<file path="config.mk">
export PLATFORM = sky130hd
export DESIGN_NAME = dispatch_request_queue
export DESIGN_NICKNAME = d
export VERILOG_FILES = /design/src/rtl/dispatch_request_queue.sv
export SDC_FILE = /design/constraint.sdc
export NUM_CORES = 1
export LEC_CHECK = 0
export CORE_AREA = 2 2 247 249
export CTS_BUF_LIST = sky130_fd_sc_hd__clkbuf_4 sky130_fd_sc_hd__clkbuf_8
export DETAILED_ROUTE_END_ITERATION = 8
export DIE_AREA = 0 0 249 251
export PLACE_DENSITY = 0.8
export SLEW_MARGIN = 40
export SYNTH_ARGS = -nofsm -noshare
export SYNTH_HDL_FRONTEND = slang
export SYNTH_SLANG_ARGS = --single-unit
</file>
<file path="constraint.sdc">
create_clock -name clk -period 8.4 [get_ports clk]
set_input_delay 1.26 -clock clk [delete_from_list [all_inputs] [get_ports clk]]
set_output_delay 1.26 -clock clk [all_outputs]
set_load 0.03 [all_outputs]
</file>
<file path="src/rtl/dispatch_request_queue.sv">
// Dispatch request queue: buffers warp-scheduler requests and routes the head entry to ALU, LSU or special unit.
// Latency: push to m_tvalid_* is 1 cycle; err is registered and pulses the cycle after the offending event.
// Backpressure: the head holds until its unit's ready; s_tready_req drops at DEPTH-1 entries to absorb the in-flight pulse.
//
// Ports:
//   clk, rst_n        clock, asynchronous active-low reset
//   flush             synchronous clear of all entries (drops a coincident push)
//   s_tvalid_req      single-cycle push pulse; s_req = {warp_id[102:98], instr[97:35], pred[34:3], alu, lsu, special}
//   s_tready_req      space available toward the scheduler (count <= DEPTH-2)
//   m_tvalid_*/m_tready_*  per-unit handshake for the head entry
//   m_warp_id, m_instr, m_pred  head entry fields, meaningful only while some m_tvalid_* is high
//   count             occupied entries
//   err               0x11 overflow drop, 0x10 malformed flags discarded, one-cycle pulse
module dispatch_request_queue #(
    parameter int DEPTH = 8,
    parameter int PTR_W = $clog2(DEPTH)
) (
    input  logic             clk,
    input  logic             rst_n,
    input  logic             flush,
    input  logic             s_tvalid_req,
    input  logic [102:0]     s_req,
    output logic             s_tready_req,
    output logic             m_tvalid_alu,
    output logic             m_tvalid_lsu,
    output logic             m_tvalid_special,
    input  logic             m_tready_alu,
    input  logic             m_tready_lsu,
    input  logic             m_tready_special,
    output logic [4:0]       m_warp_id,
    output logic [62:0]      m_instr,
    output logic [31:0]      m_pred,
    output logic [PTR_W:0]   count,
    output logic [31:0]      err
);

    localparam logic [PTR_W:0] C_FULL  = (PTR_W+1)'(DEPTH);
    localparam logic [PTR_W:0] C_SLACK = (PTR_W+1)'(DEPTH - 2);
    localparam logic [31:0]    C_ERR_OVF = 32'h0000_0011;
    localparam logic [31:0]    C_ERR_BAD = 32'h0000_0010;

    logic [102:0]     r_mem [DEPTH];
    logic [PTR_W-1:0] r_rd_ptr;
    logic [PTR_W-1:0] r_wr_ptr;
    logic [PTR_W:0]   r_count;
    logic [31:0]      r_err;

    logic [102:0]     w_head;
    logic [2:0]       w_flags;
    logic             w_nonempty;
    logic             w_onehot;
    logic             w_bad;
    logic             w_full;
    logic             w_push;
    logic             w_ovf;
    logic             w_hs;
    logic             w_pop;

    assign w_head     = r_mem[r_rd_ptr];
    assign w_flags    = w_head[2:0];
    assign w_nonempty = (r_count != '0);
    assign w_onehot   = (w_flags == 3'b100) || (w_flags == 3'b010) || (w_flags == 3'b001);

    // A malformed head is never presented; it is dropped in the cycle it is seen.
    assign w_bad      = w_nonempty && !w_onehot;

    assign m_tvalid_alu     = w_nonempty && (w_flags == 3'b100);
    assign m_tvalid_lsu     = w_nonempty && (w_flags == 3'b010);
    assign m_tvalid_special = w_nonempty && (w_flags == 3'b001);

    assign m_warp_id = w_head[102:98];
    assign m_instr   = w_head[97:35];
    assign m_pred    = w_head[34:3];

    assign w_hs  = (m_tvalid_alu     && m_tready_alu) ||
                   (m_tvalid_lsu     && m_tready_lsu) ||
                   (m_tvalid_special && m_tready_special);
    assign w_pop = w_hs || w_bad;

    // Fullness is judged on the current count, so a pop in the same cycle
    // never frees a slot for a push into a full queue.
    assign w_full = (r_count == C_FULL);
    assign w_push = s_tvalid_req && !w_full && !flush;
    assign w_ovf  = s_tvalid_req && w_full;

    assign s_tready_req = (r_count <= C_SLACK);
    assign count        = r_count;
    assign err          = r_err;

    // Storage needs no reset; entries are only read while counted as occupied.
    always_ff @(posedge clk) begin
        if (w_push) begin
            r_mem[r_wr_ptr] <= s_req;
        end
    end

    always_ff @(posedge clk or negedge rst_n) begin
        if (!rst_n) begin
            r_rd_ptr <= '0;
            r_wr_ptr <= '0;
            r_count  <= '0;
            r_err    <= '0;
        end else if (flush) begin
            // A handshake in this cycle counts as delivered; everything is cleared.
            r_rd_ptr <= '0;
            r_wr_ptr <= '0;
            r_count  <= '0;
            r_err    <= '0;
        end else begin
            if (w_push) begin
                r_wr_ptr <= r_wr_ptr + 1'b1;
            end
            if (w_pop) begin
                r_rd_ptr <= r_rd_ptr + 1'b1;
            end
            case ({w_push, w_pop})
                2'b10:   r_count <= r_count + 1'b1;
                2'b01:   r_count <= r_count - 1'b1;
                default: r_count <= r_count;
            endcase
            if (w_ovf) begin
                r_err <= C_ERR_OVF;
            end else if (w_bad) begin
                r_err <= C_ERR_BAD;
            end else begin
                r_err <= '0;
            end
        end
    end

endmodule

</file>
-- Word-level counts from Yosys, hierarchy flattened
Memories as Yosys holds them, arrays and structs flattened.
Cells that the tools add are included.
- bits in registers: 42
- memory bits (writable): 824
- input bits: 110
- output and inout port bits: 140
- word-level logic and storage cells: 49
- memories kept: 1
- $add $sub $neg: 4
- magnitude comparators: 1
- equal/unequal tests: 6
- mux-type cells: 11
- reduce and logical (&&, ||, !) cells: 22
- memories (memory ; depth ; width ; read ports ; clocked after memory_dff ; wr ports ; line ; source):
    r_mem ; 8 ; 103 ; 1 ; 0 ; 1 ; 42 ; logic [102:0] r_mem [DEPTH];
- operators by type and width (cell ; number):
    2-to-1 mux 5 bit ; 3
    2-to-1 mux 3 bit ; 4
    logical AND 1 bit ; 10
    one-hot mux 4 bit (2 select lines) ; 1
    adder 3 x 1 -> 3 bit, second input constant ; 2
    logical OR 1 bit ; 5
    adder 4 x 1 -> 4 bit, second input constant ; 1
    equality test 4 bit, second input constant ; 1
    <= comparator 4 x 3 -> 1 bit, second input constant ; 1
    2-to-1 mux 4 bit ; 1
    nonzero test 2 bit ; 2
    nonzero test 4 bit ; 1
    subtractor 4 x 1 -> 4 bit, second input constant ; 1
    equality test 3 x 1 -> 1 bit, second input constant ; 1
    equality test 3 x 2 -> 1 bit, second input constant ; 1
    equality test 3 bit, second input constant ; 1
    logical NOT 1 bit ; 3
    nonzero test 3 bit ; 1
    equality test 2 x 1 -> 1 bit, second input constant ; 1
    equality test 2 bit, second input constant ; 1
    2-to-1 mux 1 bit ; 2

-- Depth between registers and ports, before layout
An unclocked memory read counts as a cell.
- depth in word-level cells: 10
- gate-level depth with buffers: 14
- gate-level depth less buffers: 12

-- Worst setup path before layout
Ideal clock, no wire load.
- path kind: input -> register
- start point: in flush
- end point: mem r_mem[0][0] (enable)
- library setup time: 0.691 ns
- arrival: 8.800 ns
- data required time: 7.709 ns
- path slack: -1.091 ns
- stages on the path: 3
- path buffers: 1
- cells stage by stage: clkbuf_1 > or3_1 > nor3_1
- cells in the longest elaborated chain, start to end: 4
- ends and longest elaborated chain (item ; line ; source):
    from (decl) ; 20 ; input logic flush,
    logical NOT 1 bit ; 83 ; assign w_push = s_tvalid_req && !w_full && !flush;
    logical AND 1 bit ; 83 ;
    2-to-1 mux 1 bit ; 92 ; if (w_push) begin
    2-to-1 mux 1 bit (not written as such) ; 93 ; r_mem[r_wr_ptr] <= s_req;
    to (decl) ; 42 ;
Every way passes these cells.

-- Final worst setup path
- start point: reg r_rd_ptr[0]
- end point: out m_instr[55]
- cells in the longest elaborated chain, start to end: 1
- ends and longest elaborated chain (item ; line ; source):
    from (decl) ; 43 ; logic [PTR_W-1:0] r_rd_ptr;
    from (signal assigned) ; 114 ; r_rd_ptr <= r_rd_ptr + 1'b1;
    memory read (8 x 103 bit) ; n/a ;
    to (decl) ; 31 ; output logic [62:0] m_instr,
Every way passes these cells.

==> impl_metrics.yaml <==
timing:
  fmax_mhz: 188.9
  rsz0062_at_grt: "no"
  post-route-period-util: 0.6301
  skew_ns: 0.02077
  finalSetupViolCount: 0
  slew_violations: 0
  period_minus_slack_ns: 5.293
  final_hold_viol_count: 0
  worst_slack_ns: 3.107
  worst_slew_pin_slew_ns: 0.8457
  slew_headroom: 0.4362
  setup_tns_ns: 0
job:
  drv_cap: 0
finish:
  final_cell_area_sq_um: 37780
  n_antenna_cell: 0
  nets: 1753
  final_cells: 2524
  drive_gt1_frac: 0.3152
  area_growth_pct: 18.47
  finish.utilization: 0.6318
pwr:
  net-switching-power_w: 0.003298
  p_seq_frac: 0.422
  p_per_area_nw_per_um2: 302.7
  ir_drop_uv: 241.8
  p_comb_frac: 0.279
  p_leak_nw: 11.80
  p_int_w: 0.008139
  p_clk_frac: 0.299
  p_sw_frac: 0.2884
clock_network:
  cts_buffers: 135
  holdBufCountCts: 0
  post-cts-setup-buffers: 0
  clock-root-buffer: "clkbuf_8"
  cts_tree: "yes"
  clk_path_buf_depth: 3
  clock_sink_count: 836
  path_clk_slew_ns: 0.06
  htree_levels: 4
  post_cts_resized: 0
  clock_latency_ns: 0.78
drt:
  remaining_drc_errors: 0
  ant_nets: 0
  viasPerCell: 5.762
  vias: 14540
  wl_um: 62210
  detail_route.iter0.violations: 1213
  first_pass_iters: 7
  wire_per_inst_um: 24.65
global_routing:
  first_global_vias: 15340
  grt_max_degree: 97
  grt_use_total: 0.2037
  antenna_found_initial: 2
  grt_pass1_wl_um: 93450
  overflow: 0
die:
  die-area_sq_um: 62500
  num_rows: 90
  pin_count: 250
  coreArea_sq_um: 59790
  dieHeight_um: 251
  initial_utilization: 0.5333
  die_w_um: 249
placed_design:
  port_buffers: 219
  gp_congestion: 0.7493
  pre_cts_slack_ns: 3.571
  placed_area_sq_um: 35100
  place_hpwl_um: 31550
  dpl.cell_count: 2282
hold_path:
  hold_path.class: "reg2reg"
yosys:
  synthDistinctLibCells: 42
  synth_area_leaders: "edfxtp_1 78%, mux4_2 15%, mux2_2 3.5%"
  syn_inst: 1324
  synthesis.area_sq_um: 31890
  ys_seq_elements: 836
  yosysTopAreaCell: "edfxtp_1"
  ys.warnings.count: 0
  yosysSeqAreaShare: 0.7853
  synth_top_area_share: 0.7759
  syn_avg_cell_area_sq_um: 24.09
worst_setup_path:
  crit_path_max_fanout: 62
  crit_type: "reg2out"
  worstPathArrival_ns: 4.03
  cp-end-kind: "primary output"
  worstSetupStartpointType: "flip-flop"
  critPathRequiredTime_ns: 7.14
status:
  outcome: "finished, final reports clean"
## state kept, by name, indices dropped and copies added, names as in the netlist
| register | count |
|---|---|
| r_mem | 824 |
| count | 4 |
| r_rd_ptr | 3 |
| r_wr_ptr | 3 |
| err | 2 |
## layout make-up
class,count,area (sq um)
Clock buffer,175,2183
Clock inverter,66,473.0
Tap cell,782,978.4
Timing Repair Buffer,240,2534
Multi-Input combinational cell,422,6545
Sequential cell,836,25060
Inverter,3,11.26
Fill cell,3841,22010
## path summary, 6_finish.rpt
path                                   from           to  slack, ns  cells after the start
worst max-delay path            r_rd_ptr[0]  m_instr[55]       3.11                      5
worst min-delay path            r_wr_ptr[0]  r_wr_ptr[0]       0.61                      2
worst max register to register  r_rd_ptr[0]     count[3]       3.94                     13
worst min register to register  r_wr_ptr[0]  r_wr_ptr[0]       0.61                      2
max in group asynchronous             rst_n  r_rd_ptr[2]       7.08                      1
min in group asynchronous             rst_n     count[1]       0.88                      1
## synth_stat cells
library cell and instances:
xor2_1 3, mux2_2 100, edfxtp_1 824, nor4_1 1, nor2_1 18, xnor2_1 2
a31oi_1 1, mux2i_1 2, o21ai_1 1, nand4_1 1, inv_1 3, or3_1 2
nand2b_1 4, o211ai_1 1, a21o_1 2, buf_2 1, mux2i_2 1, and2_1 2
mux2_1 1, nand2_1 11, nand3b_1 3, conb_1 1, a21boi_0 1, dfrtp_1 12
o31ai_1 1, fa_1 1, nand3_1 3, ha_1 4, nand4b_1 3, mux2i_4 2
nor3_1 4, xnor3_1 1, nor2b_1 2, mux4_2 206, or4b_1 1, buf_4 30
a21oi_1 4, buf_6 1, clkbuf_1 40, o22a_1 2, buf_1 20, nand2b_2 1
## worst max-delay path, cell delays in order (launching register included)
cell and delay (ns):
dfrtp_4 0.85, buf_12 0.36, buf_16 0.40, mux4_2 0.57, mux2_2 0.27, clkdlybuf4s50_1 0.66
## metal layers
metal,global-route usage,vias up,part of all wire
met1,0.2665,7736,0.40
met4,0.06978,4,0.020
met3,0.05011,108,0.063
met5,0,-,0.00042
met2,0.3385,478,0.51
li1,-,6217,-
## through the flow
step | power [W] | hold WS [ns]
floorplan | 0.007087 | 0.5504
global placement | 0.008069 | 0.5742
detailed placement | 0.008130 | 0.5970
CTS | 0.01157 | 0.6049
global route | 0.01190 | 0.6326
finish | 0.01144 | 0.6070
## power groups by stage
| stage | clock network [W] | logic (W) | registers, W |
|---|---|---|---|
| 6_report | 0.00342 | 0.00319 | 0.00483 |
| 3_3_place_gp | 0 | 0.00313 | 0.00494 |
| 2_1_floorplan | 0 | 0.00222 | 0.00486 |
| 4_1_cts | 0.00351 | 0.00323 | 0.00483 |
| 5_1_grt | 0.00368 | 0.00338 | 0.00484 |
| 3_5_place_dp | 0 | 0.00321 | 0.00491 |
## cells in the final DEF, fill, tap and decap left out, types with 5 or more instances in the layout
master | synthesis | final
buf_12 | 0 | 10
buf_4 | 30 | 5
bufinv_16 | 0 | 5
clkbuf_4 | 0 | 36
clkbuf_8 | 0 | 139
clkdlybuf4s50_1 | 0 | 219
clkinv_1 | 0 | 34
clkinv_2 | 0 | 13
clkinvlp_4 | 0 | 6
conb_1 | 1 | 30
dfrtp_1 | 12 | 9
edfxtp_1 | 824 | 824
mux2_2 | 100 | 100
mux4_2 | 206 | 206
nand2_1 | 11 | 11
nor2_1 | 18 | 12
nor2_4 | 0 | 6
## cell families after synthesis
group	after synthesis	share of synthesized area
flip-flops	836	0.7853
AO/OA/AOI/OAI	13	0.002707
multiplexers	312	0.1836
other	1	0.0001176
adder cells (fa/ha/maj)	5	0.002197
AND/OR/NAND/NOR	56	0.008984
buffers and inverters	95	0.01499
XOR/XNOR	6	0.002080
No activity file was read; power rests on OpenSTA's default activity.
